## config.mk

```make
export PLATFORM = sky130hd
export DESIGN_NAME = resim_biriktirici
export DESIGN_NICKNAME = d
export VERILOG_FILES = /design/src/rtl/resim_biriktirici.sv
export SDC_FILE = /design/constraint.sdc
export NUM_CORES = 1
export LEC_CHECK = 0
export CAP_MARGIN = 10
export CORE_UTILIZATION = 28
export DETAILED_ROUTE_END_ITERATION = 16
export PLACE_DENSITY = 0.44
export SLEW_MARGIN = 10
export SYNTH_ARGS = -nofsm -noshare
export SYNTH_HDL_FRONTEND = slang
export SYNTH_SLANG_ARGS = --single-unit
```

## constraint.sdc

```tcl
create_clock -name clk -period 7.3 [get_ports clk]
set_clock_uncertainty 0.1 [all_clocks]
set_input_delay 0.73 -clock clk [delete_from_list [all_inputs] [get_ports clk]]
set_output_delay 0.73 -clock clk [all_outputs]
set_load 0.02 [all_outputs]
```

## src/rtl/resim_biriktirici.sv

```systemverilog
`default_nettype none
// ============================================================================
//  Module      : resim_biriktirici
//  Description : Frame accumulator for filtered pixels. Pixels enter through a
//                small input FIFO. A three-state FSM drains the FIFO one pixel
//                per cycle and builds the frame sum and maximum. Once
//                PIKSEL_SAYISI pixels have been collected, it holds the result
//                until the consumer acknowledges it.
//  Revision    : 1.0 - initial release
// ----------------------------------------------------------------------------
//  Parameters
//    PIKSEL_SAYISI    pixels per frame (2..64)
//    FIFO_DERINLIK    input FIFO depth in entries (power of two, >= 2)
//  Ports
//    clk              single clock, rising edge
//    rst              synchronous active-high reset
//    filtre_i         [4:0]  filtered pixel
//    filtre_gecerli_i        filtre_i valid this cycle
//    hazir_o                 FIFO can accept a pixel this cycle
//    sonuc_alindi_i          consumer acknowledges the frame result
//    toplam_o         [10:0] running / final frame sum
//    en_buyuk_o       [4:0]  running / final frame maximum
//    sonuc_gecerli_o         toplam_o / en_buyuk_o hold a completed frame
//    cerceve_sayisi_o [7:0]  count of acknowledged frames (wraps)
// ============================================================================
module resim_biriktirici #(
    parameter int PIKSEL_SAYISI = 8,
    parameter int FIFO_DERINLIK = 4
) (
    input  logic        clk,
    input  logic        rst,
    input  logic [4:0]  filtre_i,
    input  logic        filtre_gecerli_i,
    output logic        hazir_o,
    input  logic        sonuc_alindi_i,
    output logic [10:0] toplam_o,
    output logic [4:0]  en_buyuk_o,
    output logic        sonuc_gecerli_o,
    output logic [7:0]  cerceve_sayisi_o
);

    // ------------------------------------------------------------------------
    // Derived widths and constants
    // ------------------------------------------------------------------------
    // Pointer width: the depth is a power of two, so plain binary increment
    // of an AW-bit pointer wraps modulo FIFO_DERINLIK for free.
    localparam int AW = (FIFO_DERINLIK > 1) ? $clog2(FIFO_DERINLIK) : 1;
    // Occupancy must represent the value FIFO_DERINLIK itself (full).
    localparam int OW = $clog2(FIFO_DERINLIK + 1);
    // Pixel counter must represent the value PIKSEL_SAYISI itself.
    localparam int CW = $clog2(PIKSEL_SAYISI + 1);

    localparam logic [OW-1:0] c_DERINLIK = OW'(FIFO_DERINLIK);
    localparam logic [CW-1:0] c_PIKSEL   = CW'(PIKSEL_SAYISI);

    // FSM encoding
    localparam logic [1:0] BOSTA = 2'd0;   // idle, waiting for a first pixel
    localparam logic [1:0] TOPLA = 2'd1;   // accumulating a frame
    localparam logic [1:0] SONUC = 2'd2;   // holding a completed frame

    // ------------------------------------------------------------------------
    // State
    // ------------------------------------------------------------------------
    logic [1:0]    durum_q,     durum_d;
    logic [4:0]    mem_q [FIFO_DERINLIK];
    logic [4:0]    mem_d [FIFO_DERINLIK];
    logic [AW-1:0] yaz_ptr_q,   yaz_ptr_d;
    logic [AW-1:0] oku_ptr_q,   oku_ptr_d;
    logic [OW-1:0] doluluk_q,   doluluk_d;
    logic [10:0]   toplam_q,    toplam_d;
    logic [4:0]    en_buyuk_q,  en_buyuk_d;
    logic [CW-1:0] sayac_q,     sayac_d;
    logic [7:0]    cerceve_q,   cerceve_d;

    // ------------------------------------------------------------------------
    // FIFO handshake
    // ------------------------------------------------------------------------
    logic       hazir;
    logic       push;
    logic       pop;
    logic [4:0] cekilen;        // pixel at the FIFO head

    // Ready depends only on registered occupancy, so there is no
    // combinational path from any input to hazir_o.
    assign hazir   = (doluluk_q < c_DERINLIK);
    assign push    = filtre_gecerli_i & hazir;
    // Pops happen in every state except SONUC, and only from a non-empty
    // FIFO. A pixel written this cycle is not yet counted in doluluk_q, so
    // it becomes poppable one cycle after its push.
    assign pop     = (durum_q != SONUC) && (doluluk_q != '0);
    assign cekilen = mem_q[oku_ptr_q];

    always_comb begin
        mem_d     = mem_q;
        yaz_ptr_d = yaz_ptr_q;
        oku_ptr_d = oku_ptr_q;
        doluluk_d = doluluk_q;

        if (push) begin
            mem_d[yaz_ptr_q] = filtre_i;
            yaz_ptr_d        = yaz_ptr_q + AW'(1);
        end
        if (pop) begin
            oku_ptr_d = oku_ptr_q + AW'(1);
        end

        // A simultaneous push and pop leaves occupancy unchanged.
        case ({push, pop})
            2'b10:   doluluk_d = doluluk_q + OW'(1);
            2'b01:   doluluk_d = doluluk_q - OW'(1);
            default: doluluk_d = doluluk_q;
        endcase
    end

    // ------------------------------------------------------------------------
    // Accumulator FSM
    // ------------------------------------------------------------------------
    always_comb begin
        durum_d    = durum_q;
        toplam_d   = toplam_q;
        en_buyuk_d = en_buyuk_q;
        sayac_d    = sayac_q;
        cerceve_d  = cerceve_q;

        case (durum_q)
            BOSTA: begin
                // The first pixel of a frame seeds sum and max directly.
                if (pop) begin
                    toplam_d   = {6'd0, cekilen};
                    en_buyuk_d = cekilen;
                    sayac_d    = CW'(1);
                    durum_d    = TOPLA;
                end
            end

            TOPLA: begin
                // With an empty FIFO, nothing is popped and all
                // accumulators simply hold.
                if (pop) begin
                    toplam_d = toplam_q + {6'd0, cekilen};
                    if (cekilen > en_buyuk_q) begin
                        en_buyuk_d = cekilen;
                    end
                    sayac_d = sayac_q + CW'(1);
                    if ((sayac_q + CW'(1)) == c_PIKSEL) begin
                        durum_d = SONUC;
                    end
                end
            end

            SONUC: begin
                // The acknowledge is only honoured here. It is ignored while
                // a frame is still being collected.
                if (sonuc_alindi_i) begin
                    toplam_d   = '0;
                    en_buyuk_d = '0;
                    sayac_d    = '0;
                    cerceve_d  = cerceve_q + 8'd1;
                    durum_d    = BOSTA;
                end
            end

            default: begin
                durum_d = BOSTA;
            end
        endcase
    end

    // ------------------------------------------------------------------------
    // Registers: reset takes priority over push, pop and acknowledge
    // ------------------------------------------------------------------------
    always_ff @(posedge clk) begin
        if (rst) begin
            durum_q    <= BOSTA;
            mem_q      <= '{default: '0};
            yaz_ptr_q  <= '0;
            oku_ptr_q  <= '0;
            doluluk_q  <= '0;
            toplam_q   <= '0;
            en_buyuk_q <= '0;
            sayac_q    <= '0;
            cerceve_q  <= '0;
        end else begin
            durum_q    <= durum_d;
            mem_q      <= mem_d;
            yaz_ptr_q  <= yaz_ptr_d;
            oku_ptr_q  <= oku_ptr_d;
            doluluk_q  <= doluluk_d;
            toplam_q   <= toplam_d;
            en_buyuk_q <= en_buyuk_d;
            sayac_q    <= sayac_d;
            cerceve_q  <= cerceve_d;
        end
    end

    // ------------------------------------------------------------------------
    // Outputs
    // ------------------------------------------------------------------------
    assign hazir_o          = hazir;
    assign toplam_o         = toplam_q;
    assign en_buyuk_o       = en_buyuk_q;
    assign sonuc_gecerli_o  = (durum_q == SONUC);
    assign cerceve_sayisi_o = cerceve_q;

endmodule
`default_nettype wire

```

==> results of run 1 <==
-- worst max-delay path: stages (launching register included) --
cell	delay, ns
dfxtp_1	0.59
mux4_2	0.63
ha_1	0.37
o21ai_0	0.09
o21ai_0	0.30
o2111ai_1	0.18
or4_1	0.41
a31oi_1	0.16
-- per-stage QoR --
step	worst slack [ns]	hold WS, ns	util, %	cells	area [µm²]
CTS	4.35	0.358	35.2	518	3620
floorplan	4.65	0.333	-	346	2970
finish	4.39	0.354	35.2	518	3620
global route	4.13	0.386	35.2	518	3620
detailed placement	4.12	0.348	33.2	502	3410
global placement	4.19	0.341	33.2	502	3410
-- synth_stat cells, types with 3 or more instances --
master,n
nand3_1,26
inv_1,20
xnor2_1,4
or3_1,7
xor2_1,11
nor2b_1,4
o41ai_1,5
o311ai_0,5
buf_1,3
ha_1,21
clkbuf_1,7
nor2_1,30
nand4_1,4
and2_1,3
o21ai_0,14
dfxtp_1,57
nor3_1,3
nand2_1,43
a21oi_1,35
buf_2,3
mux4_2,5
o211ai_1,3
-- registers in the layout, indices dropped and copies added (netlist names), 3 cells and up --
register / flops
mem_q: 20
toplam_o: 11
cerceve_sayisi_o: 8
en_buyuk_o: 5
sayac_q: 4
doluluk_q: 3
-- power groups by stage --
stage	sequential [W]	combinational, W	clock (W)
2_1_floorplan	0.000408	0.000364	0
3_3_place_gp	0.000413	0.000470	0
3_5_place_dp	0.000414	0.000470	0
4_1_cts	0.000407	0.000473	0.000319
5_1_grt	0.000414	0.000528	0.000332
6_report	0.000405	0.000467	0.000308
-- path summary, 6_finish.rpt --
check                     from           to  slack, ns
setup / recovery  oku_ptr_q[0]  toplam_o[7]       4.39
hold / removal       mem_q[18]    mem_q[18]       0.35
setup reg to reg  oku_ptr_q[0]  toplam_o[7]       4.39
hold reg to reg      mem_q[18]    mem_q[18]       0.35
-- cells by family (layout without fill, tap and decap cells) --
family	after synthesis	in the layout	synth area share [%]
compound gates	77	77	16.4
xor+xnor	15	15	4.43
fa+ha+maj	23	23	10.2
buf+inv	35	71	4.85
flops	57	57	38.5
mux	7	7	4.47
simple gates	132	132	21.2
-- metal layers --
layer  global-route usage, %  share of wire, %  up-vias
met4                    5.13               1.5        0
li1                        -                 -     1290
met3                    3.56               3.7       11
met1                    16.8                50     1161
met2                    21.3                45       40
met5                       0                 0        -
-- layout by cell type (no fill, tap or decap), types with 3 or more instances in the layout --
master,instances
dfxtp_1,57
nand2_1,43
a21oi_1,35
clkdlybuf4s50_1,34
nor2_1,30
nand3_1,26
ha_1,21
inv_1,20
o21ai_0,14
xor2_1,11
clkbuf_8,11
or3_1,7
mux4_2,5
o311ai_0,5
o41ai_1,5
xnor2_1,4
nor2b_1,4
nand4_1,4
and2_1,3
o211ai_1,3
nor3_1,3
-- area by class of cell --
type / instances / area, µm² / area share (%)
multi-input cells: 254 / 1680 / 46.4
flip-flops and latches: 57 / 1140 / 31.5
repair buffers: 35 / 348 / 9.61
well taps: 136 / 170 / 4.70
clock buffers: 12 / 155 / 4.28
inverters: 20 / 75.1 / 2.07
clock inverters: 4 / 51.3 / 1.42
==> results.cfg, run 1 <==
[floorplanning]
fp.dieH_um = 105
num_io_pins = 35
die_w_um = 105
core-area_um2 = 10300
std_cell_rows = 37
die_area_um2 = 11000
initial_core_util_pct = 28.9

[synthesis]
async_flop_share_pct = 0
yosys-top-cells-area = dfxtp_1 38%, ha_1 8.9%, a21oi_1 5.9%, nand2_1 5.4%, nand3_1 4.4%
synth_top_cell_by_area = dfxtp_1
avgSynthCellArea_um2 = 8.57
ys.flop_type = dfxtp_1
synth_cell_types = 47
syn_area_um2 = 2970
synth_top_area_share_pct = 38.5
synth-edff-count = 0
ys_seq_area_share_pct = 38.5
yosysWarnings = 0
netlist_instances = 346
synth_seq_cells = 57
syn-num-nets = 378

[global_routing]
grt.total_usage_pct = 13.2
grt_pass1_vias = 2395
overflow = 0
grt_max_degree = 48
antenna_found_initial = 0
grt_pass1_wl_um = 11600

[power_and_ir_drop]
p_leak_nw = 1.27
powerDensity_nw_per_um2 = 326
power_frac_comb_pct = 39.6
power.switching_w = 0.000458
p_clk_share_pct = 26.1
p_seq_share_pct = 34.3
internal_power_w = 0.000721
netSwitchingFraction_pct = 38.9
total_power_w = 0.00118
ir_drop_mv = 0.117

[cells_and_area]
finalNetCount = 409
fillers = 1128
area_delta_synth_final_pct = 22.1
drive_above_1_share_pct = 6.81
n_antenna_cell = 0

[timing]
worst_slew_pin_slew_ns = 0.852
maxSlewViolCount = 0
max_slew_margin_pct = 43.2
post-route-min-period_ns = 2.91
fin_tns_setup_ns = 0
rsz0062_at_grt = false
fin_crit_sh_pct = 39.9
max_freq_ghz = 0.343
hold_violations = 0
setup_violations = 0

[route]
wl_per_cell_um = 13.1
drtIter0Drc = 95
remaining_drc_errors = 0
first_pass_iters = 4
postRouteAntennaNets = 0
wl_um = 6800
num_vias = 2502
vias_per_cell = 4.83

[clocking]
clkLatencyLatePin_ns = 0.34
cts_resized = 0
root_buffer = clkbuf_8
path_clk_slew_ns = 0.07
cts_setup_buffers = 0
htree_num_levels = 3
clk_path_buf_depth = 2
cts_sinks = 57
cts_tree = done
cts_buffers = 9
postCtsHoldBufs = 0

[setup_path]
r2r_cells = 7
worstPathMaxFanout = 7
crit_path_end_kind = flop
worstPathRequired_ns = 7.46
critical_path.startpoint_type = flop
path_class = flop to flop
critPathArrivalTime_ns = 3.07

[flow_run]
cap_violations = 0

[min_path]
worstHoldPathCells = 2
hold_class = flop to flop

[placement]
portBuffers = 34
dp_hpwl_um = 4840
gp_congestion = 0.743

[outcome]
status = complete, no violations
Note: power is estimated with default switching activity, not from simulation.
==> run 2, diff against run 1 <==
- clock period: 7.3 -> 2.9 ns (I/O delays scaled with it)
==> results.cfg, run 2 (synthesized netlist as in run 1, its figures left out) <==
[outcome]
status = complete, no violations

[timing]
max_slew_margin_pct = 55.1
worst_slew_pin_slew_ns = 0.667
fin_tns_setup_ns = 0
maxSlewViolCount = 0
post-route-min-period_ns = 2.67
fin_crit_sh_pct = 92.0
max_freq_ghz = 0.375
rsz0062_at_grt = false
hold_violations = 0
setup_violations = 0

[setup_path]
cp_common_cell = a21oi_1
critical_path_buf_inv_count = 1
cp_cell_sequence = buf_4 -> mux4_2 -> ha_1 -> a21oi_1 -> nand2_1 -> a21oi_1 -> o311ai_0 -> o41ai_1
critical_path.startpoint_type = flop
cp_slowest_stage_delay_ns = 0.56
critPathTopFamily = compound AO/OA/AOI/OAI gates
crit_path_end_kind = flop
path_class = flop to flop
worstPathRequired_ns = 3.02
worstPathMaxFanout = 10
crit_slowest_cell = mux4_2
critPathArrivalTime_ns = 2.79

[global_routing]
antenna_found_initial = 0
grt.total_usage_pct = 13.6
grt_pass1_vias = 2431
grt_max_degree = 42
grt_pass1_wl_um = 11900
overflow = 0

[route]
wl_um = 6900
num_vias = 2527
drtIter0Drc = 77
vias_per_cell = 4.83
wl_per_cell_um = 13.2
first_pass_iters = 4
remaining_drc_errors = 0
postRouteAntennaNets = 0

[power_and_ir_drop]
powerDensity_nw_per_um2 = 864
p_seq_share_pct = 31.3
internal_power_w = 0.00204
p_clk_share_pct = 29.6
total_power_w = 0.00320
netSwitchingFraction_pct = 36.4
p_leak_nw = 1.32
power_frac_comb_pct = 39.2
ir_drop_mv = 0.319
power.switching_w = 0.00117

[floorplanning]
fp.dieH_um = 105
num_io_pins = 35
core-area_um2 = 10300
std_cell_rows = 37
die_area_um2 = 11000
die_w_um = 105
initial_core_util_pct = 28.9

[cells_and_area]
final_cell_mix = 57 x dfxtp_1, 43 x nand2_1, 35 x a21oi_1
largest_register_ffs = 20
drive_above_1_share_pct = 8.01
fillers = 1097
top_register = mem_q
finalNetCount = 414
final_common_cell = dfxtp_1
n_antenna_cell = 0
area_delta_synth_final_pct = 25.0

[clocking]
htree_num_levels = 3
clkLatencyLatePin_ns = 0.34
clk_path_buf_depth = 2
path_clk_slew_ns = 0.06
cts_tree = done
cts_sinks = 57
root_buffer = clkbuf_8
cts_buffers = 9
postCtsHoldBufs = 0

[placement]
dp_hpwl_um = 4990
portBuffers = 34
gp_congestion = 0.757

[min_path]
hold_class = flop to flop

[flow_run]
cap_violations = 0
-- run 2: cell count changes in the layout (fill, tap and decap cells not counted), sizes merged --
cell,change
bufinv,+2
clkinvlp,-1
buf,+5
clkinv,-1
-- run 2: through the flow --
stage	utilization [%]	cells	worst slack, ns	hold WS (ns)	area [µm²]
floorplan	-	346	0.323	0.333	2970
global placement	33.6	507	0.234	0.351	3450
detailed placement	33.6	507	0.189	0.348	3450
CTS	36.1	523	0.186	0.357	3710
global route	36.1	523	0.00120	0.381	3710
finish	36.1	523	0.233	0.354	3710
-- run 2: timing repair --
| item | CTS | global route |
|---|---|---|
| buffers inserted | 0 | 0 |
| gates resized for setup | 0 | 1 |
| setup endpoints to repair | 0 | 1 |
-- run 2: layout make-up --
| class | instances | area (µm²) | area share [%] |
|---|---|---|---|
| tap | 136 | 170 | 4.59 |
| timing repair buffer | 40 | 385 | 10.4 |
| multi-input combinational | 254 | 1680 | 45.3 |
| sequential | 57 | 1140 | 30.8 |
| clock inverter | 4 | 98.8 | 2.67 |
| clock buffer | 12 | 155 | 4.19 |
| inverter | 20 | 75.1 | 2.03 |
-- run 2: worst min-delay path, delay by kind of cell (launching register included) --
family,cells,cell delay [ns]
simple gates,1,0.05
compound gates,1,0.05
flops,1,0.31
-- run 2: power by group through the flow --
stage	clock network (W)	logic, W	registers (W)
finish	0.000948	0.00125	0.00100
global route	0.00102	0.00142	0.00102
CTS	0.000978	0.00127	0.00100
detailed placement	0	0.00126	0.00102
global placement	0	0.00125	0.00102
floorplan	0	0.000915	0.00103
-- run 2: final timing paths --
check,startpoint,to,slack (ns),cells after the start
worst max-delay path,oku_ptr_q[0],en_buyuk_o[0],0.23,8
worst max register to register,oku_ptr_q[0],en_buyuk_o[0],0.23,8
worst min-delay path,mem_q[12],mem_q[12],0.35,2
worst min register to register,mem_q[12],mem_q[12],0.35,2
-- run 2: layer usage --
| metal | vias to the layer above | routed length, µm | global-route usage, % |
|---|---|---|---|
| li1 | 1293 | - | - |
| met1 | 1172 | 3490 | 18.3 |
| met2 | 53 | 3040 | 21.2 |
| met3 | 9 | 293 | 3.93 |
| met4 | 0 | 79 | 3.92 |
| met5 | - | 0 | 0 |
